$ cat src/rtl/uart_tx_param.sv
// UART transmitter: a small FIFO feeding a frame-aligned baud FSM (start, data LSB first, parity, stop).
// Optional parity bit enabled by defining UART_TX_PARITY_EN.
module uart_tx_param #(
   parameter int CLK_FREQ   = 100000000,
   parameter int BAUD_RATE  = 9600,
   parameter int DATA_BITS  = 8,
   parameter int STOP_BITS  = 1,
   parameter int FIFO_DEPTH = 4
) (
   input  logic                               clk,
   input  logic                               rst,
   input  logic                               valid,
   input  logic [DATA_BITS-1:0]               data,
   output logic                               ready,
   input  logic                               parity_odd,
   output logic                               dout,
   output logic                               busy,
   output logic [$clog2(FIFO_DEPTH+1)-1:0]    fifo_count
);
   localparam int DIV    = CLK_FREQ / BAUD_RATE;
   localparam int BAUD_W = (DIV > 1) ? $clog2(DIV) : 1;
   localparam int PTR_W  = (FIFO_DEPTH > 1) ? $clog2(FIFO_DEPTH) : 1;
   localparam int CNT_W  = $clog2(FIFO_DEPTH + 1);

   localparam logic [BAUD_W-1:0] BAUD_LAST = BAUD_W'(DIV - 1);
   localparam logic [CNT_W-1:0]  DEPTH_C   = CNT_W'(FIFO_DEPTH);
   localparam logic [3:0]        DATA_LAST = 4'(DATA_BITS - 1);
   localparam logic [3:0]        STOP_LAST = 4'(STOP_BITS - 1);

   typedef enum logic [2:0] {IDLE, START, DATA, PARITY, STOP} state_t;

   state_t               state_reg;
   logic [BAUD_W-1:0]    baud_cnt_reg;
   logic [3:0]           bit_cnt_reg;
   logic [DATA_BITS-1:0] shift_reg;
   logic                 dout_reg;
   logic                 dout_next;
   logic [PTR_W-1:0]     wr_ptr_reg;
   logic [PTR_W-1:0]     rd_ptr_reg;
   logic [CNT_W-1:0]     count_reg;
   logic [DATA_BITS-1:0] fifo_mem [FIFO_DEPTH];

   logic push;
   logic pop;
   logic fifo_empty;
   logic baud_end;
   logic frame_end;

`ifdef UART_TX_PARITY_EN
   logic parity_reg;
`else
   logic unused_parity_odd;
   assign unused_parity_odd = parity_odd;
`endif

   assign fifo_empty = (count_reg == '0);
   assign ready      = (count_reg < DEPTH_C);
   assign push       = valid && ready;
   assign baud_end   = (baud_cnt_reg == BAUD_LAST);
   assign frame_end  = (state_reg == STOP) && baud_end && (bit_cnt_reg == STOP_LAST);
   // A new frame starts straight from IDLE or from the last stop cycle, giving zero-gap back-to-back frames.
   assign pop        = !fifo_empty && ((state_reg == IDLE) || frame_end);

   assign dout       = dout_reg;
   assign busy       = (state_reg != IDLE) || !fifo_empty;
   assign fifo_count = count_reg;

   always_ff @(posedge clk) begin
      if (push) begin
         fifo_mem[wr_ptr_reg] <= data;
      end
   end

   always_comb begin
      dout_next = 1'b1;
      case (state_reg)
         START:   dout_next = 1'b0;
         DATA:    dout_next = shift_reg[0];
`ifdef UART_TX_PARITY_EN
         PARITY:  dout_next = parity_reg;
`endif
         default: dout_next = 1'b1;
      endcase
   end

   // The line is registered one cycle behind the state, so a word accepted into an idle
   // transmitter pulls the line low on the second edge after acceptance.
   always_ff @(posedge clk or posedge rst) begin
      if (rst) begin
         state_reg    <= IDLE;
         baud_cnt_reg <= '0;
         bit_cnt_reg  <= '0;
         shift_reg    <= '0;
         dout_reg     <= 1'b1;
         wr_ptr_reg   <= '0;
         rd_ptr_reg   <= '0;
         count_reg    <= '0;
`ifdef UART_TX_PARITY_EN
         parity_reg   <= 1'b0;
`endif
      end else begin
         dout_reg <= dout_next;

         if (push) begin
            wr_ptr_reg <= wr_ptr_reg + PTR_W'(1);
         end
         if (pop) begin
            rd_ptr_reg <= rd_ptr_reg + PTR_W'(1);
            shift_reg  <= fifo_mem[rd_ptr_reg];
`ifdef UART_TX_PARITY_EN
            parity_reg <= (^fifo_mem[rd_ptr_reg]) ^ parity_odd;
`endif
         end
         if (push && !pop) begin
            count_reg <= count_reg + CNT_W'(1);
         end else if (pop && !push) begin
            count_reg <= count_reg - CNT_W'(1);
         end

         case (state_reg)
            IDLE: begin
               baud_cnt_reg <= '0;
               bit_cnt_reg  <= '0;
               if (pop) begin
                  state_reg <= START;
               end
            end
            START: begin
               if (baud_end) begin
                  baud_cnt_reg <= '0;
                  bit_cnt_reg  <= '0;
                  state_reg    <= DATA;
               end else begin
                  baud_cnt_reg <= baud_cnt_reg + BAUD_W'(1);
               end
            end
            DATA: begin
               if (baud_end) begin
                  baud_cnt_reg <= '0;
                  shift_reg    <= shift_reg >> 1;
                  if (bit_cnt_reg == DATA_LAST) begin
                     bit_cnt_reg <= '0;
`ifdef UART_TX_PARITY_EN
                     state_reg   <= PARITY;
`else
                     state_reg   <= STOP;
`endif
                  end else begin
                     bit_cnt_reg <= bit_cnt_reg + 4'd1;
                  end
               end else begin
                  baud_cnt_reg <= baud_cnt_reg + BAUD_W'(1);
               end
            end
`ifdef UART_TX_PARITY_EN
            PARITY: begin
               if (baud_end) begin
                  baud_cnt_reg <= '0;
                  bit_cnt_reg  <= '0;
                  state_reg    <= STOP;
               end else begin
                  baud_cnt_reg <= baud_cnt_reg + BAUD_W'(1);
               end
            end
`endif
            STOP: begin
               if (baud_end) begin
                  baud_cnt_reg <= '0;
                  if (bit_cnt_reg == STOP_LAST) begin
                     bit_cnt_reg <= '0;
                     state_reg   <= pop ? START : IDLE;
                  end else begin
                     bit_cnt_reg <= bit_cnt_reg + 4'd1;
                  end
               end else begin
                  baud_cnt_reg <= baud_cnt_reg + BAUD_W'(1);
               end
            end
            default: begin
               baud_cnt_reg <= '0;
               bit_cnt_reg  <= '0;
               state_reg    <= IDLE;
            end
         endcase
      end
   end
endmodule

$ cat config.mk
export PLATFORM = sky130hd
export DESIGN_NAME = uart_tx_param
export DESIGN_NICKNAME = d
export VERILOG_FILES = /design/src/rtl/uart_tx_param.sv
export SDC_FILE = /design/constraint.sdc
export NUM_CORES = 1
export LEC_CHECK = 0
export BUFFER_PORTS_ARGS = -buffer_cell sky130_fd_sc_hd__clkbuf_2
export CAP_MARGIN = 20
export CORE_MARGIN = 2
export CORE_UTILIZATION = 60
export CTS_CLUSTER_DIAMETER = 40
export DETAILED_ROUTE_END_ITERATION = 16
export GPL_TIMING_DRIVEN = 0
export PLACE_DENSITY = 0.76
export SYNTH_ARGS = -nofsm -noshare
export SYNTH_HDL_FRONTEND = slang
export SYNTH_SLANG_ARGS = --single-unit
$ cat constraint.sdc
create_clock -name clk -period 3.8 [get_ports clk]
set_input_delay 0.19 -clock clk [delete_from_list [all_inputs] [get_ports clk]]
set_output_delay 0.19 -clock clk [all_outputs]
set_load 0.03 [all_outputs]
# ---- Word-level counts from Yosys, hierarchy flattened
# Memory sizes are Yosys's and may differ from the RTL's.
# Index checks and enable logic that the tools add are counted.
dict set report totals {
  reg_bits 37
  ram_bits 32
  inputBits 12
  output_inout_bits 6
  elab_cells 70
  mem_count 1
}
dict set report op_classes {
  n_addsub 6
  order_cmp 1
  eq_ne 11
  n_mux 24
  n_reduce_logical 19
}
# name words word_bits rd rd_ports_with_merged_regs write_ports line
set mem_list {}
lappend mem_list {fifo_mem 4 8 1 0 1 41} ;# logic [DATA_BITS-1:0] fifo_mem [FIFO_DEPTH];
# op n
set ops {}
lappend ops {{2-to-1 mux 14 bit} 2}
lappend ops {{2-to-1 mux 3 bit} 8}
lappend ops {{2-to-1 mux 8 bit} 3}
lappend ops {{2-to-1 mux 4 bit} 5}
lappend ops {{adder 14 x 1 -> 14 bit (second input constant)} 1}
lappend ops {{equality test 14 bit (second input constant)} 1}
lappend ops {{one-hot mux 3 bit (4 select lines)} 1}
lappend ops {{one-hot mux 4 bit (3 select lines)} 1}
lappend ops {{inequality test 2 bit (second input constant)} 5}
lappend ops {{logical AND 1 bit} 6}
lappend ops {{logical NOT 3 bit} 2}
lappend ops {{AND reduction 6 bit} 1}
lappend ops {{adder 2 x 1 -> 2 bit (second input constant)} 2}
lappend ops {{adder 4 x 1 -> 4 bit (second input constant)} 1}
lappend ops {{equality test 4 x 3 -> 1 bit (second input constant)} 1}
lappend ops {{logical NOT 4 bit} 1}
lappend ops {{adder 3 x 1 -> 3 bit (second input constant)} 1}
lappend ops {{equality test 3 x 1 -> 1 bit (second input constant)} 1}
lappend ops {{equality test 3 x 2 -> 1 bit (second input constant)} 1}
lappend ops {{equality test 3 bit (second input constant)} 1}
lappend ops {{logical NOT 1 bit} 3}
lappend ops {{less-than comparator 3 bit (second input constant)} 1}
lappend ops {{2-to-1 mux 1 bit} 3}
lappend ops {{AND reduction 3 bit} 1}
lappend ops {{7 further kinds} 8}

# ---- Depth between registers and ports, before layout
dict set report logic_depth {
  ltp_word 9
  depth_mapped 12
  ltp_nobuf 12
}

# ---- Worst setup path before layout
# Ideal clock, no wire load.
dict set report synth_path {
  path_type {reg-to-reg}
  start {register bit_cnt_reg[0]}
  end {register count_reg[1], in the netlist fifo_count[1]}
  setup_time_ps 125
  t_arrival_ps 2614
  t_required_ps 3675
  path_slack_ps 1061
  path_stages_with_launch 11
  cell_sequence {dfrtp_1 inv_1 ha_1 or3b_4 or4_1 o21ai_2 inv_2 ha_1 inv_1 fa_1 mux2_2}
}
dict set report synth_between {
  elab_chain_len 7
}
# item line
set synth_rtl {}
lappend synth_rtl {{start, declared} 34} ;# logic [3:0] bit_cnt_reg;
lappend synth_rtl {{start signal, assigned} 149} ;# bit_cnt_reg <= bit_cnt_reg + 4'd1;
lappend synth_rtl {{start signal, assigned} 173} ;# bit_cnt_reg <= bit_cnt_reg + 4'd1;
lappend synth_rtl {{logical NOT 4 bit (*)} 60} ;# assign frame_end = (state_reg == STOP) && baud_end && (bit_cnt_reg == STOP_LAST);
lappend synth_rtl {{logical AND 1 bit (*)} 60}
lappend synth_rtl {{logical OR 1 bit (*)} 62} ;# assign pop = !fifo_empty && ((state_reg == IDLE) || frame_end);
lappend synth_rtl {{logical AND 1 bit (*)} 62}
lappend synth_rtl {{logical NOT 1 bit} 114} ;# if (push && !pop) begin
lappend synth_rtl {{logical AND 1 bit} 114}
lappend synth_rtl {{2-to-1 mux 3 bit / nonzero test 2 bit (equally long branches)} n/a}
lappend synth_rtl {{end signal, assigned} 115} ;# count_reg <= count_reg + CNT_W'(1);
lappend synth_rtl {{end signal, assigned} 117} ;# count_reg <= count_reg - CNT_W'(1);
lappend synth_rtl {{end, declared} 40} ;# logic [CNT_W-1:0] count_reg;
# Mark *: on every way between the ends. The rest lies on a longest branch, timed or not.
# A chain may end at the register's enable or synchronous reset.

# ---- Final worst setup path
# Same ends and word-level chain as after synthesis.

==> flow_summary.yaml <==
final_layout:
  multi_input_area_um2: 1100
  post_route_cells_drive_above_1_share_pct: 19.1
  seq_cell_area_um2: 1890
  layout.nets: 293
  ant_diodes: 0
  synth_to_layout_area_growth_pct: 13.0
  stdcell_count: 347
  largest_register_ff_count: 32
  num-fill-cells: 365
logic_synthesis:
  synth_enable_flop_cells: 32
  netlist_top_cells_area: "edfxtp_1 31%, dfrtp_1 29%, mux4_2 5.9%, ha_1 3.3%, nor2_1 3.2%"
  netlist_area_um2: 3070
  synth_seq_cells: 69
  synthesized_nets: 265
  synthesis.instances: 244
  synth_sequential_area_ratio_pct: 61.4
  yosys_most_used_dff: "dfrtp_1"
  synth_top_cell_by_area: "edfxtp_1"
  synth.most_common_cell: "dfrtp_1"
  avgSynthCellArea_um2: 12.6
  synth_commonest_cells: "36 x dfrtp_1, 32 x edfxtp_1, 26 x nor2_1"
  synthDistinctLibCells: 43
  ys.warnings.count: 0
  netlist.area_leader.share_pct: 31.3
  share_of_synthesized_registers_carrying_an_async_set_or_reset_pct: 53.6
worst_setup_path:
  critical_path.startpoint: "bit_cnt_reg[0]"
  cp_slowest_cell: "or4_1"
  crit_end: "fifo_count[1]"
  worst-r2r-setup-slack_ps: 880
  critical_path.max_stage_delay_ps: 510
  criticalPathCategory: "reg -> reg"
  worst_r2r_startpoint: "bit_cnt_reg[0]"
  cp_max_fo: 10
  reg2reg_to: "fifo_count[1]"
  cp-start-kind: "register"
  critical_path.endpoint_type: "register"
  timing.critical_path.buf_inv: 3
  worst-endpoint-arrival_ps: 3150
  crit_path_cell_trace: "inv_1, ha_1, or3b_4, or4_1, o21ai_2, inv_2, ha_1, inv_1, fa_1, mux2_2"
  critical-path-top-delay-family: "simple AND/OR/NAND/NOR gates"
  worstRegToRegCells: 10
  crit_cells: 10
  crit_required_ps: 4030
die:
  dieHeight_um: 75.6
  fp-row-count: 26
  die_x_um: 75.6
  top_level_ports: 18
  die-area_um2: 5710
  start_util_pct: 61.4
  core_region_area_um2: 5010
pwr:
  vdd_drop_max_mv: 0.484
  power.density_cell_area_nw_per_um2: 742
  power.leakage_nw: 1.39
route:
  vias_per_cell: 5.31
  totalWireLength_um: 4930
  drt.antenna.violating_nets: 0
  vias: 1841
  detail_route.iter0.violations: 113
  drt_first_pass_iters: 4
  remaining_drc_errors: 0
  wl_per_cell_um: 14.2
clock_tree:
  total_number_of_clock_tree_sinks: 69
  ctsRootBufferMaster: "clkbuf_8"
  postCtsResizedCells: 0
  max-clock-path-buffers: 2
  cts-buffers-inserted: 9
  clkTransAtPathRegs_ps: 80
  cts_tree: "yes"
  cts.htree.levels: 3
  clock_latency_ps: 350
grt:
  global_route.peak_usage_layer: "met2"
  globalRouteMet3Util_pct: 6.35
  grt_use_met1_pct: 25.2
  grt.met2_usage_pct: 33.7
  grt_antenna_before_repair: 0
  grt_overflow_total: 0
  grt_max_degree: 38
  first_global_vias: 1896
  grt_pass1_wl_um: 8400
  grtUsageTotal_pct: 20.6
sta:
  slew_headroom_pct: 48.8
  rsz0062_at_grt: "false"
  final_period_minus_worst_setup_slack_ps: 2920
  layout_setup_ws_ps: 876
  report.final.setup_viol: 0
  finalSetupTns_ps: 0
  finalCritPeriodShare_pct: 76.9
  skew_ps: 9.97
  finalHoldViolations: 0
  fmax_ghz: 0.342
  worstMarginPinSlew_ps: 767
  final-max-slew-violation-count: 0
outcome:
  outcome: "finished clean"
flow_run:
  drv.max_cap_violation_count: 0
placement:
  placed_cells_incl_taps: 330
  place_congestion: 0.827
  place.port_buffers: 16
  detailedPlacementHpwl_um: 3390
  placement.setup.worst_slack_ps: 881
worst_hold_path:
  holdCritPathClass: "in -> reg"
[layout by cell type, fill, tap and decap left out, types with 2 or more instances in the layout]
cell type,synthesis,layout
a21oi_1,5,5
a22o_2,2,2
a31oi_1,8,8
and2_1,6,6
bufinv_16,0,2
clkbuf_1,6,6
clkbuf_2,0,16
clkbuf_8,0,9
clkinv_4,0,2
dfrtp_1,36,36
edfxtp_1,32,32
ha_1,8,8
inv_1,11,10
inv_2,1,2
mux2_2,3,3
mux4_2,8,8
nand2_1,24,24
nand2b_1,5,5
nand3_1,6,6
nand4_1,3,3
nor2_1,26,26
nor2b_1,4,4
nor3_1,3,3
nor3b_1,2,2
nor4b_1,2,2
o21ai_0,6,6
or3_1,2,2
or4_1,2,2
xnor2_1,9,9
xor2_1,7,7
[cell families after synthesis]
| logic type | after synthesis | share of synthesized area [%] |
|---|---|---|
| mux | 11 | 6.96 |
| xor+xnor | 16 | 4.56 |
| flops | 69 | 61.4 |
| buf+inv | 21 | 2.85 |
| simple gates | 90 | 14.5 |
| compound gates | 28 | 5.82 |
| fa+ha+maj | 9 | 3.91 |
[worst register-to-register path: stages (launching register included)]
cell and delay, ps:
dfrtp_1 420, inv_1 90, ha_1 130, or3b_4 380, or4_1 510, o21ai_2 190
inv_2 130, ha_1 230, inv_1 80, fa_1 400, mux2_2 270
[stage by stage]
| step | instance area [um^2] | utilization [%] | hold slack (ps) | total power [W] |
|---|---|---|---|---|
| 3_5_place_dp | 3240 | 64.7 | 367 | 0.00195 |
| 3_3_place_gp | 3240 | 64.7 | 406 | 0.00191 |
| 2_1_floorplan | 3070 | - | 289 | 0.00175 |
| 6_report | 3470 | 69.4 | 57.9 | 0.00258 |
| 4_1_cts | 3470 | 69.4 | 38.4 | 0.00261 |
| 5_1_grt | 3470 | 69.4 | 47.2 | 0.00276 |
[report_power, final]
group / switching [W] / total [W] / leakage (nW) / internal (W)
Sequential: 0.0000934 / 0.00105 / 0.768 / 0.000961
Clock: 0.000282 / 0.000654 / 0.110 / 0.000372
Combinational: 0.000503 / 0.000870 / 0.511 / 0.000368
Total: 0.000878 / 0.00258 / 1.39 / 0.00170
[what timing repair did]
action                                  in CTS  in global routing
hold buffers                                 1                  0
endpoints found under the setup margin       0                  0
buffers inserted                             0                  0
hold endpoints to repair                    36                  0
[per-layer routing]
metal / wire length, um / part of all wire [%] / up-vias
met5: 0 / 0 / -
met2: 2470 / 50 / 22
li1: - / - / 920
met3: 148 / 3.0 / 11
met1: 2210 / 45 / 888
met4: 103 / 2.1 / 0
[area by class of cell]
type                       instances  area share (%)
clock inverter                     7            2.84
multi-input combinational        154            31.6
timing repair buffer              17            2.59
inverter                          12            1.30
clock buffer                       9            3.57
tap                               70            2.52
buffer                             9            1.22
sequential                        69            54.3
[worst min path at each step]
stage	slack, ps	cells after the start	start	endpoint
final	60	1	data[6]	fifo_mem[2][6]
after global routing	50	1	data[7]	fifo_mem[1][7]
after CTS	40	1	data[6]	fifo_mem[2][6]
after detailed placement	370	2	rst	baud_cnt_reg[9]
after global placement	410	1	data[1]	fifo_mem[2][1]
after floorplan	290	0	data[0]	fifo_mem[0][0]
Note: power is estimated with default switching activity, not from simulation.
